`src/rtl/uart_receiver.sv`:
```
// 8N1 UART receiver: 2-flop synchronizer, mid-bit sampling, false-start rejection,
// framing-error/overrun pulses and a single-entry ready/valid output register.
module uart_receiver #(
   parameter int CLOCK_FREQ = 125_000_000,
   parameter int BAUD_RATE  = 115_200
) (
   input  logic       clk,
   input  logic       reset_n,
   input  logic       serial_in,
   output logic [7:0] data_out,
   output logic       data_out_valid,
   input  logic       data_out_ready,
   output logic       framing_error,
   output logic       overrun,
   output logic       rx_busy
);

   localparam int SYMBOL_EDGE_TIME = CLOCK_FREQ / BAUD_RATE;
   localparam int SAMPLE_TIME      = SYMBOL_EDGE_TIME / 2;
   localparam int CW               = (SYMBOL_EDGE_TIME > 1) ? $clog2(SYMBOL_EDGE_TIME) : 1;

   typedef enum logic [2:0] {IDLE, START, DATA, STOP, WAIT_IDLE} state_t;

   state_t          state, state_nx;
   logic            rx_meta, rx_s;
   logic [CW-1:0]   cnt;
   logic [2:0]      bit_cnt;
   logic [7:0]      shreg;

   logic            hit_sample, hit_symbol;
   logic            cnt_clr, shift_en, byte_done, frame_bad;
   logic            fire;

   assign hit_sample = (cnt == CW'(SAMPLE_TIME - 1));
   assign hit_symbol = (cnt == CW'(SYMBOL_EDGE_TIME - 1));
   assign fire       = data_out_valid && data_out_ready;
   assign rx_busy    = (state != IDLE);

   always_ff @(posedge clk or negedge reset_n) begin
      if (!reset_n) begin
         rx_meta <= 1'b1;
         rx_s    <= 1'b1;
         state   <= IDLE;
      end else begin
         rx_meta <= serial_in;
         rx_s    <= rx_meta;
         state   <= state_nx;
      end
   end

   always_comb begin
      state_nx = state;
      case (state)
         IDLE:      if (!rx_s) state_nx = START;
         START:     if (hit_sample) state_nx = rx_s ? IDLE : DATA;
         DATA:      if (hit_symbol && bit_cnt == 3'd7) state_nx = STOP;
         STOP:      if (hit_symbol) state_nx = rx_s ? IDLE : WAIT_IDLE;
         WAIT_IDLE: if (rx_s) state_nx = IDLE;
         default:   state_nx = IDLE;
      endcase
   end

   always_comb begin
      shift_en  = (state == DATA) && hit_symbol;
      byte_done = (state == STOP) && hit_symbol && rx_s;
      frame_bad = (state == STOP) && hit_symbol && !rx_s;
      // Counter restarts on every state change and at each data-bit boundary.
      cnt_clr   = (state_nx != state) || shift_en || (state == IDLE) || (state == WAIT_IDLE);
   end

   always_ff @(posedge clk or negedge reset_n) begin
      if (!reset_n) begin
         cnt            <= '0;
         bit_cnt        <= '0;
         shreg          <= '0;
         data_out       <= '0;
         data_out_valid <= 1'b0;
         framing_error  <= 1'b0;
         overrun        <= 1'b0;
      end else begin
         cnt           <= cnt_clr ? '0 : cnt + CW'(1);
         framing_error <= frame_bad;
         overrun       <= byte_done && data_out_valid && !data_out_ready;

         if (state != DATA)  bit_cnt <= '0;
         else if (shift_en)  bit_cnt <= bit_cnt + 3'd1;

         if (shift_en) shreg <= {rx_s, shreg[7:1]};

         // A byte landing in the same cycle as a fire replaces the consumed one.
         if (byte_done && (!data_out_valid || data_out_ready)) begin
            data_out       <= shreg;
            data_out_valid <= 1'b1;
         end else if (fire) begin
            data_out_valid <= 1'b0;
         end
      end
   end

endmodule

```
`config.mk`:
```
export PLATFORM = sky130hd
export DESIGN_NAME = uart_receiver
export DESIGN_NICKNAME = d
export VERILOG_FILES = /design/src/rtl/uart_receiver.sv
export SDC_FILE = /design/constraint.sdc
export NUM_CORES = 1
export LEC_CHECK = 0
export ABC_CLOCK_PERIOD_IN_PS = 3000
export BUFFER_PORTS_ARGS = -buffer_cell sky130_fd_sc_hd__buf_4
export CORE_MARGIN = 2
export CORE_UTILIZATION = 45
export DETAILED_ROUTE_END_ITERATION = 6
export SLEW_MARGIN = 30
export SYNTH_ARGS = -nofsm -noshare
export SYNTH_HDL_FRONTEND = slang
export SYNTH_SLANG_ARGS = --single-unit
```
`constraint.sdc`:
```
create_clock -name clk -period 3 [get_ports clk]
set_input_delay 0.3 -clock clk [delete_from_list [all_inputs] [get_ports clk]]
set_output_delay 0.3 -clock clk [all_outputs]
set_load 0.02 [all_outputs]
```
; ---- Word-level counts from Yosys, hierarchy flattened
; Index checks and enable logic that the tools add are counted.
[word_totals]
in_bits = 4
ff_bits = 38
wordCells = 54
[classes]
add_sub_neg = 2
mux = 13
n_reduce_logical = 20
eq_ne = 9
[ops]
columns = operator, n
row1 = 3-bit 2-to-1 mux, 8
row2 = 3-bit one-hot mux with 5 select lines, 1
row3 = 11-bit by 1-bit adder with 11-bit output (second input constant), 1
row4 = 11-bit by 10-bit equality test with 1-bit output (second input constant), 1
row5 = 11-bit equality test (second input constant), 1
row6 = 11-bit 2-to-1 mux, 1
row7 = 1-bit logical AND, 9
row8 = 3-bit by 2-bit equality test with 1-bit output (second input constant), 2
row9 = 3-bit equality test (second input constant), 2
row10 = 1-bit logical OR, 4
row11 = 2-bit nonzero test, 2
row12 = 3-bit by 1-bit adder with 3-bit output (second input constant), 1
row13 = 3-bit by 1-bit equality test with 1-bit output (second input constant), 1
row14 = 1-bit logical NOT, 3
row15 = 3-bit logical NOT, 1
row16 = 3-bit by 2-bit inequality test with 1-bit output (second input constant), 1
row17 = 3-bit inequality test, 1
row18 = 3-bit nonzero test, 1
row19 = 1-bit 2-to-1 mux, 2
row20 = 2-bit 2-to-1 mux, 1

; ---- Logic depth before layout (Yosys ltp)
; Gate-level depths: netlist (run 1).
[depth]
depth_word = 9
depth_mapped = 7
mapped_depth_nobuf = 6

; ---- Worst setup path after synthesis (run 1)
; OpenSTA, ideal clock, no wires.
[synth_timing]
path_kind = register to register
from = reg cnt[0]
to = reg shreg[7]
arrival_time_ns = 1.654
required_time_ns = 2.875
path_stages_with_launch = 8
setup_ns = 0.125
path_slack_ns = 1.221
path_buffers = 1
path_cell_list = dfrtp_1 > inv_1 > ha_1 > and4b_1 > nand3_4 > or2_1 > buf_6 > mux2_4
[synth_via]
elab_chain_cells = 2
[synth_lines]
columns = element, line_no
row1 = start: declaration, 26  ; logic [CW-1:0] cnt;
row2 = start signal: assignment, 81  ; cnt <= cnt_clr ? '0 : cnt + CW'(1);
row3 = 11-bit equality test, 35  ; assign hit_symbol = (cnt == CW'(SYMBOL_EDGE_TIME - 1));
row4 = 1-bit logical AND, 64  ; shift_en = (state == DATA) && hit_symbol;
row5 = end signal: assignment, 88  ; if (shift_en) shreg <= {rx_s, shreg[7:1]};
row6 = end: declaration, 28  ; logic [7:0] shreg;
; No other way between the ends.
; A chain may end at the register's enable or synchronous reset.

; ---- Final worst setup path (run 1)
[layout_timing]
from = reg state[2]
to = reg cnt[3]
[layout_via]
elab_chain_cells = 7
[layout_lines]
columns = element, line_no
row1 = start: declaration, 24  ; state_t state, state_nx;
row2 = start signal: assignment, 47  ; state <= state_nx;
row3 = 3-bit equality test (tied with other cells), "53, 68"
row4 = 3-bit one-hot mux with 5 select lines, 53  ; case (state)
row5 = 3-bit inequality test, 68  ; cnt_clr = (state_nx != state) || shift_en || (state == IDLE) || (state == WAIT_IDLE);
row6 = 1-bit logical OR (2 in a row), 68
row7 = 1-bit logical OR *, 68
row8 = 11-bit 2-to-1 mux *, 81
; Every way passes the cells marked *; elsewhere a longest branch is shown, timed or not.

==> qor.yml, run 1 <==
sta:
  rsz0062_at_grt: "no"
  period_needed_ns: 2.06
  max_freq_ghz: 0.486
  fin_worst_skew_ns: 0.00869
  worst_pin_slew_ns: 0.716
  slew_headroom_pct: 52.3
  finalSetupViolCount: 0
  post-route-period-util_pct: 68.5
  whs_ns: 0.119
  tns_ns: 0
  drv_slew: 0
  setup_ws_ns: 0.944
  hold_viol_final: 0
setup_path:
  r2r_slack_ns: 0.94
  critPathLaunchType: "flop"
  reg2reg_from: "state[2]"
  cp.arrival_ns: 2.18
  crit_path_cell_trace: "nor4bb_1, nand4_1, a211oi_2, nor4_1"
  r2r-end: "cnt[3]"
  worst-setup-path-type: "reg2reg"
  end_kind: "flop"
  cp_max_fo: 21
  slowest_delay_ns: 0.65
  ff2ff_path_depth: 4
  crit_slowest_cell: "dfrtp_1"
  cp.required_ns: 3.13
run:
  max-cap-violations: 0
power:
  powerDensity_nw_per_um2: 428
  power_w: 0.000866
  p_sw_w: 0.000186
  seqPwrFrac_pct: 59.7
  intPower_w: 0.000680
  p_leak_nw: 0.956
  combinationalPowerShare_pct: 1.6
  irDropWorstVdd_mv: 0.310
  swShare_pct: 21.5
  clkPwrFrac_pct: 38.7
clock_tree:
  post_cts_buffers: 0
  numCtsBuffers: 5
  clock_path_buffers: 2
  cts.sinks: 38
  root_buffer: "clkbuf_8"
  clk_latency_ns: 0.29
  h-tree-depth: 2
  tritoncts: "yes"
  path_clk_slew_ns: 0.08
  hold_buffers: 1
  cts_resized: 0
floorplanning:
  dieArea_sq_um: 4530
  num_rows: 23
  die_h_microns: 67.3
  io_pins: 16
  start_util_pct: 45.8
  fp.dieW_microns: 67.3
  core_area_sq_um: 3940
routing:
  drtAntennaViolNets: 0
  drt_first_pass_iters: 4
  vias_per_cell: 5.51
  detail_route.drc_violations: 0
  drtIter0Drc: 80
  wl_per_cell_microns: 15.5
  dr_total_vias: 1169
  drt-total-wl_microns: 3290
grt:
  grt_pass1_vias: 1190
  grt_pass1_wl_microns: 5580
  grt_antenna_before_repair: 0
  grt_use_total_pct: 16.7
  grt_overflow_total: 0
  grt_max_degree: 39
hold_path:
  min_to: "rx_meta"
  hold_class: "in2reg"
  min_from: "serial_in"
  hold_depth: 1
layout:
  seq_area_sq_um: 953
  drive_gt1_share_pct: 30.2
  mostFrequentLayoutCell: "dfrtp_1"
  syn2layout_area_growth_pct: 12.1
  final_core_util_pct: 51.3
  final_cell_mix: "dfrtp_1 (36), buf_4 (16), mux2_2 (15), xor2_1 (8)"
  num-nets-final: 170
  fillers: 336
  n_antenna_cell: 0
  multiInputGateArea_sq_um: 785
placement:
  dp_hpwl_microns: 2270
  dp_slack_ns: 0.980
  routabilityCongestion: 0.821
  numPortBuffers: 15
logic_synthesis:
  synth_warnings: 0
  ys_ff_latch: 38
  syn_area_per_cell_sq_um: 12.4
  async_flop_share_pct: 100
  synth_cells: 146
  seq_area_frac_synth_pct: 52.8
  synth_cell_types: 42
  synth-edff-count: 0
  synth_fp_nets: 155
  synth_flop_cell: "dfrtp_1"
  netlist_area_sq_um: 1810
status:
  outcome: "finished clean"
## worst max-delay path by stage
stage	from	to	cells past startpoint
floorplan	cnt[0]	shreg[7]	7
global placement	state[2]	cnt[2]	4
detailed placement	cnt[0]	shreg[0]	6
CTS	cnt[0]	data_out[5]	6
global route	state[2]	cnt[3]	4
finish	state[2]	cnt[3]	4
## layout make-up
class | instances | area share [%]
multi-input cells | 96 | 38.8
inverters | 3 | 0.556
repair buffers | 17 | 6.43
well taps | 50 | 3.09
clock inverters | 2 | 0.494
flip-flops and latches | 38 | 47.1
clock buffers | 6 | 3.58
## worst max-delay path, delay by kind of cell (launching register included)
kind,cells,cell delay [ns]
DFF,1,0.65
AOI/OAI and AO/OA,1,0.51
and+or+nand+nor,3,0.73
## sequential cells by signal (all words and copies together), names as in the netlist
name and flops:
rx_s 1, rx_meta 1, overrun 1, data_out_valid 1, cnt 11, bit_cnt 3
state 3, data_out 8, shreg 8, framing_error 1
## cell families after synthesis
kind of cell	after synthesis	synth area share, %
XOR/XNOR	10	4.85
AND/OR/NAND/NOR	56	21.5
flip-flops	38	52.8
adder cells (fa/ha/maj)	5	3.47
buffers and inverters	12	3.74
AO/OA/AOI/OAI	9	3.47
multiplexers	16	10.2
## synth_stat cells, types with 2 or more instances
cell,number,area [sq um]
nor4_1,6,37.5
ha_1,5,62.6
clkbuf_1,3,11.3
nor3_1,6,30.0
xnor2_1,2,17.5
nand2_1,6,22.5
nand4_1,5,31.3
inv_1,3,11.3
nor2_1,5,18.8
or2_2,2,12.5
nand2b_1,2,12.5
clkbuf_2,2,10.0
and3_1,2,12.5
and4b_1,2,20.0
mux2_2,15,169
dfrtp_1,36,901
nor4bb_1,2,20.0
nand3_1,4,20.0
nand3b_1,4,30.0
buf_6,2,22.5
a21oi_1,3,15.0
xor2_1,8,70.1
dfstp_2,2,52.6
## stage by stage
step | instances | instance area [sq um]
final | 212 | 2020
after global routing | 212 | 2020
after CTS | 212 | 2020
after detailed placement | 203 | 1930
after global placement | 203 | 1930
after floorplan | 146 | 1810
## power groups by stage
stage | clock network, W | logic, W | registers (W)
detailed placement | 0 | 0.0000141 | 0.000527
global route | 0.000374 | 0.0000166 | 0.000517
CTS | 0.000346 | 0.0000151 | 0.000517
floorplan | 0 | 0.00000260 | 0.000525
global placement | 0 | 0.0000136 | 0.000527
finish | 0.000335 | 0.0000140 | 0.000517
## metal layers
metal	track usage, %	share of wire, %	wire length [microns]	up-vias
met1	23.0	48	1580	587
met5	0	0	0	-
li1	-	-	-	560
met2	24.5	48	1580	17
met4	6.89	1.0	33	0
met3	5.00	3.2	105	5
(Power assumes the default switching activity.)
==> run 2: changes to the inputs <==
--- a/config.mk
+++ b/config.mk
@@ -5,7 +5,7 @@
 export SDC_FILE = /design/constraint.sdc
 export NUM_CORES = 1
 export LEC_CHECK = 0
-export ABC_CLOCK_PERIOD_IN_PS = 3000
+export ABC_CLOCK_PERIOD_IN_PS = 1900
 export BUFFER_PORTS_ARGS = -buffer_cell sky130_fd_sc_hd__buf_4
 export CORE_MARGIN = 2
 export CORE_UTILIZATION = 45
==> constraint.sdc (replaced) <==
create_clock -name clk -period 1.9 [get_ports clk]
set_input_delay 0.19 -clock clk [delete_from_list [all_inputs] [get_ports clk]]
set_output_delay 0.19 -clock clk [all_outputs]
set_load 0.02 [all_outputs]
==> qor.yml, run 2 (same netlist as run 1, synthesis figures left out) <==
status:
  outcome: "finished clean"  # unchanged
power:
  clkPwrFrac_pct: 49.6  # was 38.7%
  powerDensity_nw_per_um2: 770  # was 428 nW/um^2
  intPower_w: 0.00135  # was 0.000680 W
  p_leak_nw: 1.02  # was 0.956 nW
  irDropWorstVdd_mv: 0.570  # was 0.310 mV
  swShare_pct: 19.2  # was 21.5%
  seqPwrFrac_pct: 49.0  # was 59.7%
  combinationalPowerShare_pct: 1.4  # was 1.6%
  p_sw_w: 0.000320  # was 0.000186 W
grt:
  grt_max_degree: 39  # unchanged
  grt_pass1_vias: 1196  # was 1190
  grt_use_total_pct: 17.5  # was 16.7%
  grt_pass1_wl_microns: 5710  # was 5580 microns
  grt_overflow_total: 0  # unchanged
  grt_antenna_before_repair: 0  # unchanged
layout:
  reg_top3: "cnt (11), data_out (8), shreg (8)"  # unchanged
  num-nets-final: 177  # was 170
  top_register: "cnt"  # unchanged
  mostFrequentLayoutCell: "dfrtp_1"  # unchanged
  fillers: 338  # was 336
  final_cell_mix: "dfrtp_1 (36), buf_4 (22), mux2_2 (15), xor2_1 (8)"  # was dfrtp_1 (36), buf_4 (16), mux2_2 (15), xor2_1 (8)
  fin_area_sq_um: 2160  # was 2020 sq um
  n_antenna_cell: 0  # unchanged
  syn2layout_area_growth_pct: 19.9  # was 12.1%
  drive_gt1_share_pct: 35.5  # was 30.2%
  largest_reg_flops: 11  # unchanged
setup_path:
  crit_buf_inv: 2  # was 0
  critPathLaunchType: "flop"  # unchanged
  crit_path_cell_trace: "buf_4, ha_1, nor4bb_2, and4b_1, a2bb2oi_1, buf_4, nor4b_1"  # was nor4bb_1, nand4_1, a211oi_2, nor4_1
  cp.arrival_ns: 2.00  # was 2.18 ns
  end_kind: "flop"  # unchanged
  cp_top_family: "simple AND/OR/NAND/NOR gates"  # unchanged
  cp.required_ns: 2.10  # was 3.13 ns
  slowest_delay_ns: 0.38  # was 0.65 ns
  worst-setup-path-type: "reg2reg"  # unchanged
  crit_slowest_cell: "dfrtp_1"  # unchanged
  crit_path_frequent_cell: "buf_4"
  cp_max_fo: 11  # was 21
floorplanning:
  dieArea_sq_um: 4530  # unchanged
  io_pins: 16  # unchanged
  num_rows: 23  # unchanged
  fp.dieW_microns: 67.3  # unchanged
  start_util_pct: 45.8  # unchanged
  core_area_sq_um: 3940  # unchanged
  die_h_microns: 67.3  # unchanged
clock_tree:
  path_clk_slew_ns: 0.08  # about the same
  post_cts_buffers: 0  # unchanged
  tritoncts: "yes"  # unchanged
  clock_path_buffers: 2  # unchanged
  clk_latency_ns: 0.30  # was 0.29 ns
  h-tree-depth: 2  # unchanged
  numCtsBuffers: 5  # unchanged
  cts.sinks: 38  # unchanged
  root_buffer: "clkbuf_8"  # unchanged
sta:
  period_needed_ns: 1.81  # was 2.06 ns
  tns_ns: 0  # unchanged
  hold_viol_final: 0  # unchanged
  slew_headroom_pct: 68.5  # was 52.3%
  post-route-period-util_pct: 95.2  # was 68.5%
  rsz0062_at_grt: "no"  # unchanged
  finalSetupViolCount: 0  # unchanged
  max_freq_ghz: 0.553  # was 0.486 GHz
  fin_worst_skew_ns: 0.00649  # was 0.00869 ns
  worst_pin_slew_ns: 0.472  # was 0.716 ns
  drv_slew: 0  # unchanged
run:
  max-cap-violations: 0  # unchanged
placement:
  routabilityCongestion: 0.811  # was 0.821
  placed_cell_area_sq_um: 1980  # was 1930 sq um
  dp_hpwl_microns: 2310  # was 2270 microns
  numPortBuffers: 15  # unchanged
routing:
  drtIter0Drc: 36  # was 80
  detail_route.drc_violations: 0  # unchanged
  vias_per_cell: 5.28  # was 5.51
  drt-total-wl_microns: 3400  # was 3290 microns
  drt_first_pass_iters: 4  # unchanged
  drtAntennaViolNets: 0  # unchanged
  dr_total_vias: 1156  # was 1169
  wl_per_cell_microns: 15.5  # about the same
hold_path:
  hold_class: "in2reg"  # unchanged
run 2: cell types whose count changed in the layout (fill, tap and decap cells not counted), sizes merged:
cell	previous run	this run
bufinv	0	2
dlygate4sd3	1	2
clkbuf	6	5
buf	16	22
clkinv	2	1
run 2: timing repair:
item,4_1_cts,5_1_grt
setup endpoints to repair,0,12
hold buffers,2,0
gates resized for setup,0,5
hold endpoints to repair,37,0
run 2: area by class of cell:
| type | count | area, sq um | area share (%) |
|---|---|---|---|
| clock buffer | 5 | 68.8 | 3.18 |
| clock inverter | 3 | 68.8 | 3.18 |
| inverter | 3 | 11.3 | 0.520 |
| multi-input combinational | 96 | 815 | 37.6 |
| sequential | 38 | 953 | 44.0 |
| tap | 50 | 62.6 | 2.89 |
| timing repair buffer | 24 | 185 | 8.55 |
run 2: worst register-to-register path: cells and delay by family, from the launching register on:
kind                       cells  cell delay (ns)
AOI/OAI and AO/OA              1             0.15
adders and majority gates      1             0.19
buffers and inverters          2             0.36
DFF                            1             0.38
and+or+nand+nor                3             0.64
run 2: path summary, 6_finish.rpt:
check | from | to | slack, ns | cells past startpoint
setup reg to reg | cnt[0] | cnt[1] | 0.09 | 7
max in group asynchronous | reset_n | rx_s | 1.16 | 2
min in group asynchronous | reset_n | state[1] | 0.39 | 2
hold / removal | data_out_ready | overrun | 0.25 | 3
hold reg to reg | rx_meta | rx_s | 0.36 | 0
setup / recovery | cnt[0] | cnt[1] | 0.09 | 7
run 2: routing by layer:
metal	share of wire (%)	GRT usage, %	vias to the layer above
met1	46	22.5	571
met3	2.8	5.17	5
met2	50	27.1	13
li1	-	-	567
met4	1.3	8.16	0
met5	0	0	-
run 2: through the flow:
step                worst slack (ns)  instances  hold slack [ns]  power [W]  util (%)
finish                        0.0919        219            0.253    0.00167      54.9
global route                 0.00541        219            0.280    0.00173      54.9
CTS                           0.0778        219            0.247    0.00169      54.1
detailed placement            0.0981        209            0.182   0.000854      50.1
global placement               0.121        209            0.174   0.000853      50.1
floorplan                      0.121        146           -0.106   0.000832         -
run 2: power by group through the flow:
stage | sequential, W | clock (W) | combinational [W]
after global placement | 0.000832 | 0 | 0.0000213
final | 0.000816 | 0.000826 | 0.0000236
after detailed placement | 0.000832 | 0 | 0.0000219
after floorplan | 0.000828 | 0 | 0.00000411
after global routing | 0.000816 | 0.000891 | 0.0000279
after CTS | 0.000816 | 0.000854 | 0.0000251
